--- config.mk ---
export PLATFORM = sky130hd
export DESIGN_NAME = idwt_upsmpl
export DESIGN_NICKNAME = d
export VERILOG_FILES = /design/src/rtl/idwt_upsmpl.sv
export SDC_FILE = /design/constraint.sdc
export NUM_CORES = 1
export LEC_CHECK = 0
export ABC_AREA = 1
export CAP_MARGIN = 0
export CORE_MARGIN = 8
export CORE_UTILIZATION = 65
export CTS_CLUSTER_SIZE = 14
export DETAILED_ROUTE_END_ITERATION = 12
export PLACE_DENSITY = 0.84
export SKIP_LAST_GASP = 1
export SYNTH_ARGS = -nofsm -noshare
export SYNTH_HDL_FRONTEND = slang
export SYNTH_SLANG_ARGS = --single-unit
--- constraint.sdc ---
create_clock -name iclk -period 4.5 [get_ports iclk]
set_clock_uncertainty 0.2 [all_clocks]
set_input_delay 0.9 -clock iclk [delete_from_list [all_inputs] [get_ports iclk]]
set_output_delay 0.9 -clock iclk [all_outputs]
set_load 0.03 [all_outputs]
--- src/rtl/idwt_upsmpl.sv ---
`default_nettype none
// ============================================================================
// Module      : idwt_upsmpl
// Description : Inverse-DWT upsampler front end. Buffers approximation (A)
//               and detail (D) coefficients in two independent FIFOs and
//               emits them pairwise, each coefficient pair followed by an
//               inserted-zero pair, to feed the synthesis filter stage.
// Revision    : 1.0 - initial release
// ----------------------------------------------------------------------------
// Parameters
//   W        coefficient width in bits (signed data, passed unmodified)
//   DEPTH    per-channel FIFO depth, power of 2, >= 4
// Ports
//   iclk        in   1  clock, rising edge
//   irst_n      in   1  synchronous active-low reset (overrides iclk_ena)
//   iclk_ena    in   1  clock enable; every register advances only when 1
//   ia_val      in   1  approximation coefficient valid
//   ia_dat      in   W  approximation coefficient
//   id_val      in   1  detail coefficient valid
//   id_dat      in   W  detail coefficient
//   oa_full     out  1  approximation FIFO full
//   od_full     out  1  detail FIFO full
//   oval        out  1  output pair valid (downstream qualifies with iclk_ena)
//   oa_dat      out  W  upsampled approximation sample
//   od_dat      out  W  upsampled detail sample
//   ophase      out  1  0 = coefficient slot, 1 = inserted-zero slot
//   oovf        out  1  sticky overflow flag
// Build option
//   IDWT_UPSMPL_OVF_EN  when defined, oovf latches on any dropped write;
//                       otherwise oovf is tied to 0.
// ============================================================================
module idwt_upsmpl #(
    parameter int W     = 16,
    parameter int DEPTH = 16
) (
    input  logic         iclk,
    input  logic         irst_n,
    input  logic         iclk_ena,
    input  logic         ia_val,
    input  logic [W-1:0] ia_dat,
    input  logic         id_val,
    input  logic [W-1:0] id_dat,
    output logic         oa_full,
    output logic         od_full,
    output logic         oval,
    output logic [W-1:0] oa_dat,
    output logic [W-1:0] od_dat,
    output logic         ophase,
    output logic         oovf
);

    localparam int AW = $clog2(DEPTH);
    localparam int CW = AW + 1;

    typedef enum logic [1:0] {
        S_IDLE = 2'd0,
        S_EVEN = 2'd1,
        S_ODD  = 2'd2
    } state_t;

    // Channel 0 = approximation, channel 1 = detail.
    logic [1:0]   wr_val;
    logic [W-1:0] wr_dat [2];
    logic [1:0]   full;
    logic [1:0]   empty;
    logic [1:0]   push;
    logic [W-1:0] head   [2];
    logic         pop;   // shared: both FIFOs always pop together

    assign wr_val    = {id_val, ia_val};
    assign wr_dat[0] = ia_dat;
    assign wr_dat[1] = id_dat;

    // ------------------------------------------------------------------------
    // Coefficient FIFOs
    // ------------------------------------------------------------------------
    for (genvar c = 0; c < 2; c++) begin : g_fifo
        logic [W-1:0]  mem_q [DEPTH];
        logic [AW-1:0] wptr_q;
        logic [AW-1:0] rptr_q;
        logic [CW-1:0] cnt_q;
        logic [CW-1:0] cnt_d;

        // Full comes from the registered count, so a write arriving while
        // full is dropped even if a pop frees a slot in the same cycle.
        assign full[c]  = (cnt_q == CW'(DEPTH));
        assign empty[c] = (cnt_q == '0);
        assign push[c]  = iclk_ena & wr_val[c] & ~full[c];
        assign head[c]  = mem_q[rptr_q];
        assign cnt_d    = cnt_q + CW'(push[c]) - CW'(pop);

        // Storage carries no reset; validity is tracked by the pointers.
        always_ff @(posedge iclk) begin
            if (push[c]) begin
                mem_q[wptr_q] <= wr_dat[c];
            end
        end

        // Pointers wrap naturally because DEPTH is a power of two.
        always_ff @(posedge iclk) begin
            if (!irst_n) begin
                wptr_q <= '0;
                rptr_q <= '0;
                cnt_q  <= '0;
            end else begin
                if (push[c]) begin
                    wptr_q <= wptr_q + 1'b1;
                end
                if (pop) begin
                    rptr_q <= rptr_q + 1'b1;
                end
                cnt_q <= cnt_d;
            end
        end
    end

    assign oa_full = full[0];
    assign od_full = full[1];

    // ------------------------------------------------------------------------
    // Upsampling FSM
    // ------------------------------------------------------------------------
    state_t       state_q, state_d;
    logic         oval_q,  oval_d;
    logic [W-1:0] oa_q,    oa_d;
    logic [W-1:0] od_q,    od_d;
    logic         ph_q,    ph_d;
    logic         pair_rdy;

    assign pair_rdy = ~empty[0] & ~empty[1];

    always_comb begin
        state_d = state_q;
        oval_d  = oval_q;
        oa_d    = oa_q;
        od_d    = od_q;
        ph_d    = ph_q;
        pop     = 1'b0;
        case (state_q)
            S_IDLE, S_ODD: begin
                if (pair_rdy) begin
                    pop     = iclk_ena;
                    state_d = S_EVEN;
                    oval_d  = 1'b1;
                    oa_d    = head[0];
                    od_d    = head[1];
                    ph_d    = 1'b0;
                end else begin
                    state_d = S_IDLE;
                    oval_d  = 1'b0;
                end
            end
            S_EVEN: begin
                // Inserted-zero slot always follows a coefficient slot.
                state_d = S_ODD;
                oval_d  = 1'b1;
                oa_d    = '0;
                od_d    = '0;
                ph_d    = 1'b1;
            end
            default: begin
                state_d = S_IDLE;
                oval_d  = 1'b0;
            end
        endcase
    end

    always_ff @(posedge iclk) begin
        if (!irst_n) begin
            state_q <= S_IDLE;
            oval_q  <= 1'b0;
            oa_q    <= '0;
            od_q    <= '0;
            ph_q    <= 1'b0;
        end else if (iclk_ena) begin
            state_q <= state_d;
            oval_q  <= oval_d;
            oa_q    <= oa_d;
            od_q    <= od_d;
            ph_q    <= ph_d;
        end
    end

    assign oval   = oval_q;
    assign oa_dat = oa_q;
    assign od_dat = od_q;
    assign ophase = ph_q;

    // ------------------------------------------------------------------------
    // Overflow flag
    // ------------------------------------------------------------------------
`ifdef IDWT_UPSMPL_OVF_EN
    logic [1:0] drop;
    logic       ovf_q;

    assign drop = {iclk_ena & id_val & full[1], iclk_ena & ia_val & full[0]};

    always_ff @(posedge iclk) begin
        if (!irst_n) begin
            ovf_q <= 1'b0;
        end else if (|drop) begin
            ovf_q <= 1'b1;
        end
    end

    assign oovf = ovf_q;
`else
    assign oovf = 1'b0;
`endif

endmodule
`default_nettype wire
## Word-level counts from Yosys, hierarchy flattened

Memories as Yosys holds them, arrays and structs flattened. A register that Yosys moved wholly into a read port is not among the register bits.
Index checks and enable logic that the tools add are counted.

| storage, ports and cells | value |
|---|---|
| output and inout port bits | 37 |
| memories | 2 |
| flip-flop bits (word level) | 62 |
| logic and storage cells | 61 |
| input port bits | 37 |
| RAM bits | 512 |

Memories:

| name | depth | width | rd ports | clocked after Yosys merged registers in | wr ports | RTL line | RTL |
|---|---|---|---|---|---|---|---|
| g_fifo[0].mem_q | 16 | 16 | 1 | 1 | 1 | 78 | `logic [W-1:0] mem_q [DEPTH];` |
| g_fifo[1].mem_q | 16 | 16 | 1 | 1 | 1 | 78 |  |

| cells by class | value |
|---|---|
| reductions and logical operators | 6 |
| mux-type cells | 20 |
| add/sub/neg operators | 8 |
| bitwise gates (word level) | 9 |
| equality and inequality tests | 5 |

Operator list:

| cell | count |
|---|---|
| $pmux 16 s2 | 2 |
| $mux 16 | 2 |
| $add 4x1->4 const B | 4 |
| $mux 4 | 4 |
| $add 5x1->5 | 2 |
| $eq 5x5->1 const B | 2 |
| $logic_not 5->1 | 2 |
| $sub 5x1->5 | 2 |
| $mux 1 | 9 |
| $and 1x1->1 | 5 |
| $not 1->1 | 4 |
| $pmux 1 s2 | 2 |
| $pmux 2 s2 | 1 |
| $reduce_and 3->1 | 1 |
| $eq 2x1->1 const B | 1 |
| $eq 2x2->1 const B | 1 |
| $logic_not 2->1 | 1 |
| $ne 2x2->1 const B | 1 |
| $reduce_bool 2->1 | 1 |
| $reduce_or 2->1 | 1 |

## Depth between registers and ports, before layout

| depth | value |
|---|---|
| word-level depth | 7 |
| mapped depth | 14 |
| gate-level depth less buffers | 13 |

## Worst setup path before layout

OpenSTA, ideal clock, no wires.

| path | value |
|---|---|
| kind | input -> register |
| start point | input port iclk_ena |
| end point | register g_fifo[0].cnt_q[4] |
| required time | 4.181 ns |
| buffers on the path | 1 |
| arrival | 2.478 ns |
| stages | 11 |
| setup time | 0.119 ns |
| path slack | 1.702 ns |
| cell sequence | nand4_4 -> inv_2 -> buf_2 -> ha_1 -> inv_1 -> ha_1 -> fa_1 -> nand3_1 -> nand2_1 -> o21ai_0 -> a21oi_1 |

| between the ends | value |
|---|---|
| elaborated cells between the ends (all ways) | 6 |
| classes of those cells | add/sub (2); mux (2); bitwise (2) |

RTL lines:

| item | RTL line | RTL |
|---|---|---|
| start, declared | 38 | `input logic iclk_ena,` |
| $mux 1 | 141 | `if (pair_rdy) begin` |
| $mux 1 | 139 | `case (state_q)` |
| via pop | 68 | `logic pop;` |
| $sub 5x1->5 | 90 | `assign cnt_d = cnt_q + CW'(push[c]) - CW'(pop);` |
| end signal, assigned | 112 | `cnt_q <= cnt_d;` |
| end, declared | 81 | `logic [CW-1:0] cnt_q;` |

The timed path passes the listed nets, and every way through them passes these cells.
A chain may end at the register's enable or synchronous reset.

## Worst setup path in the final report

| path | value |
|---|---|
| start point | input port iclk_ena |
| end point | register g_fifo[1].cnt_q[4] |

| between the ends | value |
|---|---|
| cells in the longest elaborated chain, start to end | 4 |
| elaborated cells between the ends (all ways) | 6 |
| classes of those cells | add/sub (2); mux (2); bitwise (2) |

Ends and longest elaborated chain:

| item | RTL line | RTL |
|---|---|---|
| $and 1x1->1 (2 in series) | 88 | `assign push[c] = iclk_ena & wr_val[c] & ~full[c];` |
| $add 5x1->5 | 90 |  |
| $sub 5x1->5 * | 90 |  |
| end signal, assigned | 112 |  |
| end, declared | 81 |  |

Mark *: on every way between the ends. The rest lies on a longest branch, timed or not.

==> impl_metrics.yaml <==
place:
  hpwlAfterDp_um: 36800
  preCtsSetupSlack_ns: 0.523
  port_buffers: 72
  gp_congestion: 0.922
  placedCellCount: 2956
worst_setup_path:
  path_delay_family: "buffers and inverters"
  max_stage_delay_ns: 0.52
  path_cells: "clkdlybuf4s50_1, nand4_4, buf_4, nand2_1, nand2_1, ha_1, inv_1, fa_1, o31ai_1, o21ai_0, a21oi_1"
  worstPathArrival_ns: 3.71
  cp_slowest_cell: "clkdlybuf4s50_1"
  start_kind: "primary input"
  required_ns: 4.83
  crit_cells: 11
  crit_type: "in2reg"
  crit_path_max_fanout: 27
  end_kind: "flop"
  ff2ff_path_depth: 11
  cpMostUsedCell: "nand2_1"
  crit_buf_inv: 3
routing:
  met1_length_um: 22800
  routed_wl_um: 61500
  dr_wl_met2_um: 29100
  ant_nets: 0
  first_pass_iters: 6
  dr_wl_met3_um: 7290
  routed_via_density: 5.84
  vias: 17900
  avgRoutedWirePerCell_um: 20.1
  drt_iter0_drc: 2379
  routed.top_layer: "met5"
  drc: 0
worst_hold_path:
  min_path_cells: 2
  hold_class: "reg2reg"
power_and_ir_drop:
  power.switching_w: 0.00433
  power_density_mw_per_mm2: 507
  ir_drop_uv: 532
  p_sw_frac: 0.306
  power_frac_seq: 0.446
  combPwrFrac: 0.217
  leakagePower_nw: 11.6
  p_int_w: 0.00979
  finalPower_w: 0.0141
  clkPwrFrac: 0.337
clock_tree:
  cts_buffers: 56
  holdBufCountCts: 0
  clockBufferDepth: 3
  cts_max_level: 2
  clock-sinks: 582
  tritoncts: "built"
  postCtsResizedCells: 0
  cts_setup_buffers: 0
  cts_root_buffer: "clkbuf_16"
  clk_latency_ns: 0.61
  clk_pin_slew_ns: 0.06
logic_synthesis:
  synth_top_cell_by_area: "edfxtp_1"
  synth.most_common_cell: "nand2_1"
  synthTopCellsByCount: "747 x nand2_1, 512 x edfxtp_1, 430 x nand3_1"
  ys.flop_type: "edfxtp_1"
  synth_area_leaders: "edfxtp_1 62%, nand2_1 11%, nand3_1 8.6%"
  synth_warnings: 0
  yosysTopAreaCellShare: 0.616
  syn_avg_cell_area_um2: 10.1
  synth_area_mm2: 0.0249
  synth_edf_count: 512
  synth.distinct_cells: 23
  netlist_instances: 2470
  async_flop_share: 0
  synth_nets: 2530
  synth-seq-cells: 582
  ys_seq_area_frac: 0.672
flow_run:
  cap_violations: 0
global_routing:
  grt_max_degree: 79
  grt_remaining_overflow: 0
  track_usage: 0.274
  grt_pass1_wl_um: 95000
  grt_pass1_vias: 17600
  antenna_found_initial: 1
sta:
  setup_viol: 0
  fmax_mhz: 296
  rsz0062_at_grt: "false"
  hold_violations: 0
  fin_setup_tns_ns: 0
  fin_crit_sh: 0.752
  finalMaxSlewViolations: 0
  worst_slack_ns: 1.12
  maxSlewHeadroom: 0.138
  worst_slew_pin_slew_ns: 1.29
  layout_min_cycle_time_ns: 3.38
outcome:
  status: "finished, final reports clean"
layout:
  fin_cells: 3061
  nets: 2563
  fillers: 2341
  diodes: 0
  drive_gt1_frac: 0.0604
  syn_to_final_growth_pct: 11.6
floorplan:
  die_h_um: 212
  die_area_mm2: 0.0449
  start_util: 0.661
  ioPinCount: 74
  fp-row-count: 71
  core_area_mm2: 0.0378
  die_x_um: 212
## tightest hold or removal path, stage by stage, from the launching register on
cell	delay, ns
dfxtp_1	0.31
nand2_1	0.06
a21oi_1	0.06
## path summary, 6_finish.rpt
path | startpoint | end | slack, ns
setup reg to reg | flop | od_dat[15] | 1.23
hold / removal | state_q[0] | state_q[0] | 0.27
hold reg to reg | state_q[0] | state_q[0] | 0.27
setup / recovery | iclk_ena | g_fifo[1].cnt_q[4] | 1.12
## registers in the layout, indices dropped and copies added (netlist names), named ones only
name	flops
oval	1
g_fifo.rptr_q	8
g_fifo.wptr_q	8
od_dat	16
oa_dat	16
ophase	1
g_fifo.cnt_q	10
g_fifo.mem_q	512
state_q	2
## cells by family (layout without fill, tap and decap cells)
family,after synthesis,in the layout,synth area share
AO/OA/AOI/OAI,68,68,0.0137
other,1,1,0.000150
adder cells (fa/ha/maj),23,23,0.0121
buffers and inverters,555,635,0.0906
AND/OR/NAND/NOR,1234,1234,0.208
XOR/XNOR,7,7,0.00246
flip-flops,582,582,0.672
## cell usage in the layout, fill, tap and decap left out, types with 2 or more instances in the layout
| master | count |
|---|---|
| nand2_1 | 747 |
| edfxtp_1 | 512 |
| nand3_1 | 430 |
| inv_1 | 429 |
| clkdlybuf4s50_1 | 72 |
| dfxtp_1 | 66 |
| clkbuf_16 | 62 |
| a21oi_1 | 57 |
| nor2_2 | 32 |
| buf_4 | 23 |
| ha_1 | 21 |
| nor2_1 | 18 |
| clkinv_2 | 12 |
| clkbuf_1 | 12 |
| o21ai_0 | 10 |
| clkbuf_8 | 8 |
| clkinv_1 | 5 |
| xor2_1 | 4 |
| inv_2 | 4 |
| nand4_1 | 4 |
| xnor2_1 | 3 |
| clkinvlp_4 | 3 |
| nor3_1 | 2 |
| fa_1 | 2 |
| dfxtp_4 | 2 |
| dfxtp_2 | 2 |
| clkinv_8 | 2 |
| bufinv_16 | 2 |
## power groups by stage
stage	registers (W)	clock network, W	logic, W
after detailed placement	0.00641	0	0.00298
final	0.00630	0.00476	0.00306
after global routing	0.00632	0.00497	0.00333
after CTS	0.00629	0.00476	0.00303
after floorplan	0.00653	0	0.00189
after global placement	0.00640	0	0.00287
## through the flow
stage | instance area, µm² | hold WS [ns] | util
2_1_floorplan | 24900 | 0.243 | -
3_3_place_gp | 25900 | 0.254 | 0.687
3_5_place_dp | 25900 | 0.258 | 0.687
4_1_cts | 27800 | 0.268 | 0.737
5_1_grt | 27800 | 0.293 | 0.737
6_report | 27800 | 0.266 | 0.737
## metal layers
layer | vias to the layer above | GRT usage
met1 | 8423 | 0.365
met4 | 2 | 0.108
met5 | - | 0
li1 | 8034 | -
met2 | 1207 | 0.441
met3 | 212 | 0.0535
## area by class of cell
type | instances | area (µm²) | area share
inverter | 435 | 1640 | 0.0587
multi-input combinational | 1333 | 5990 | 0.215
tap | 511 | 639 | 0.0230
sequential | 582 | 16800 | 0.603
timing repair buffer | 95 | 893 | 0.0321
clock buffer | 82 | 1710 | 0.0613
clock inverter | 23 | 193 | 0.00692
(Power assumes the default switching activity.)
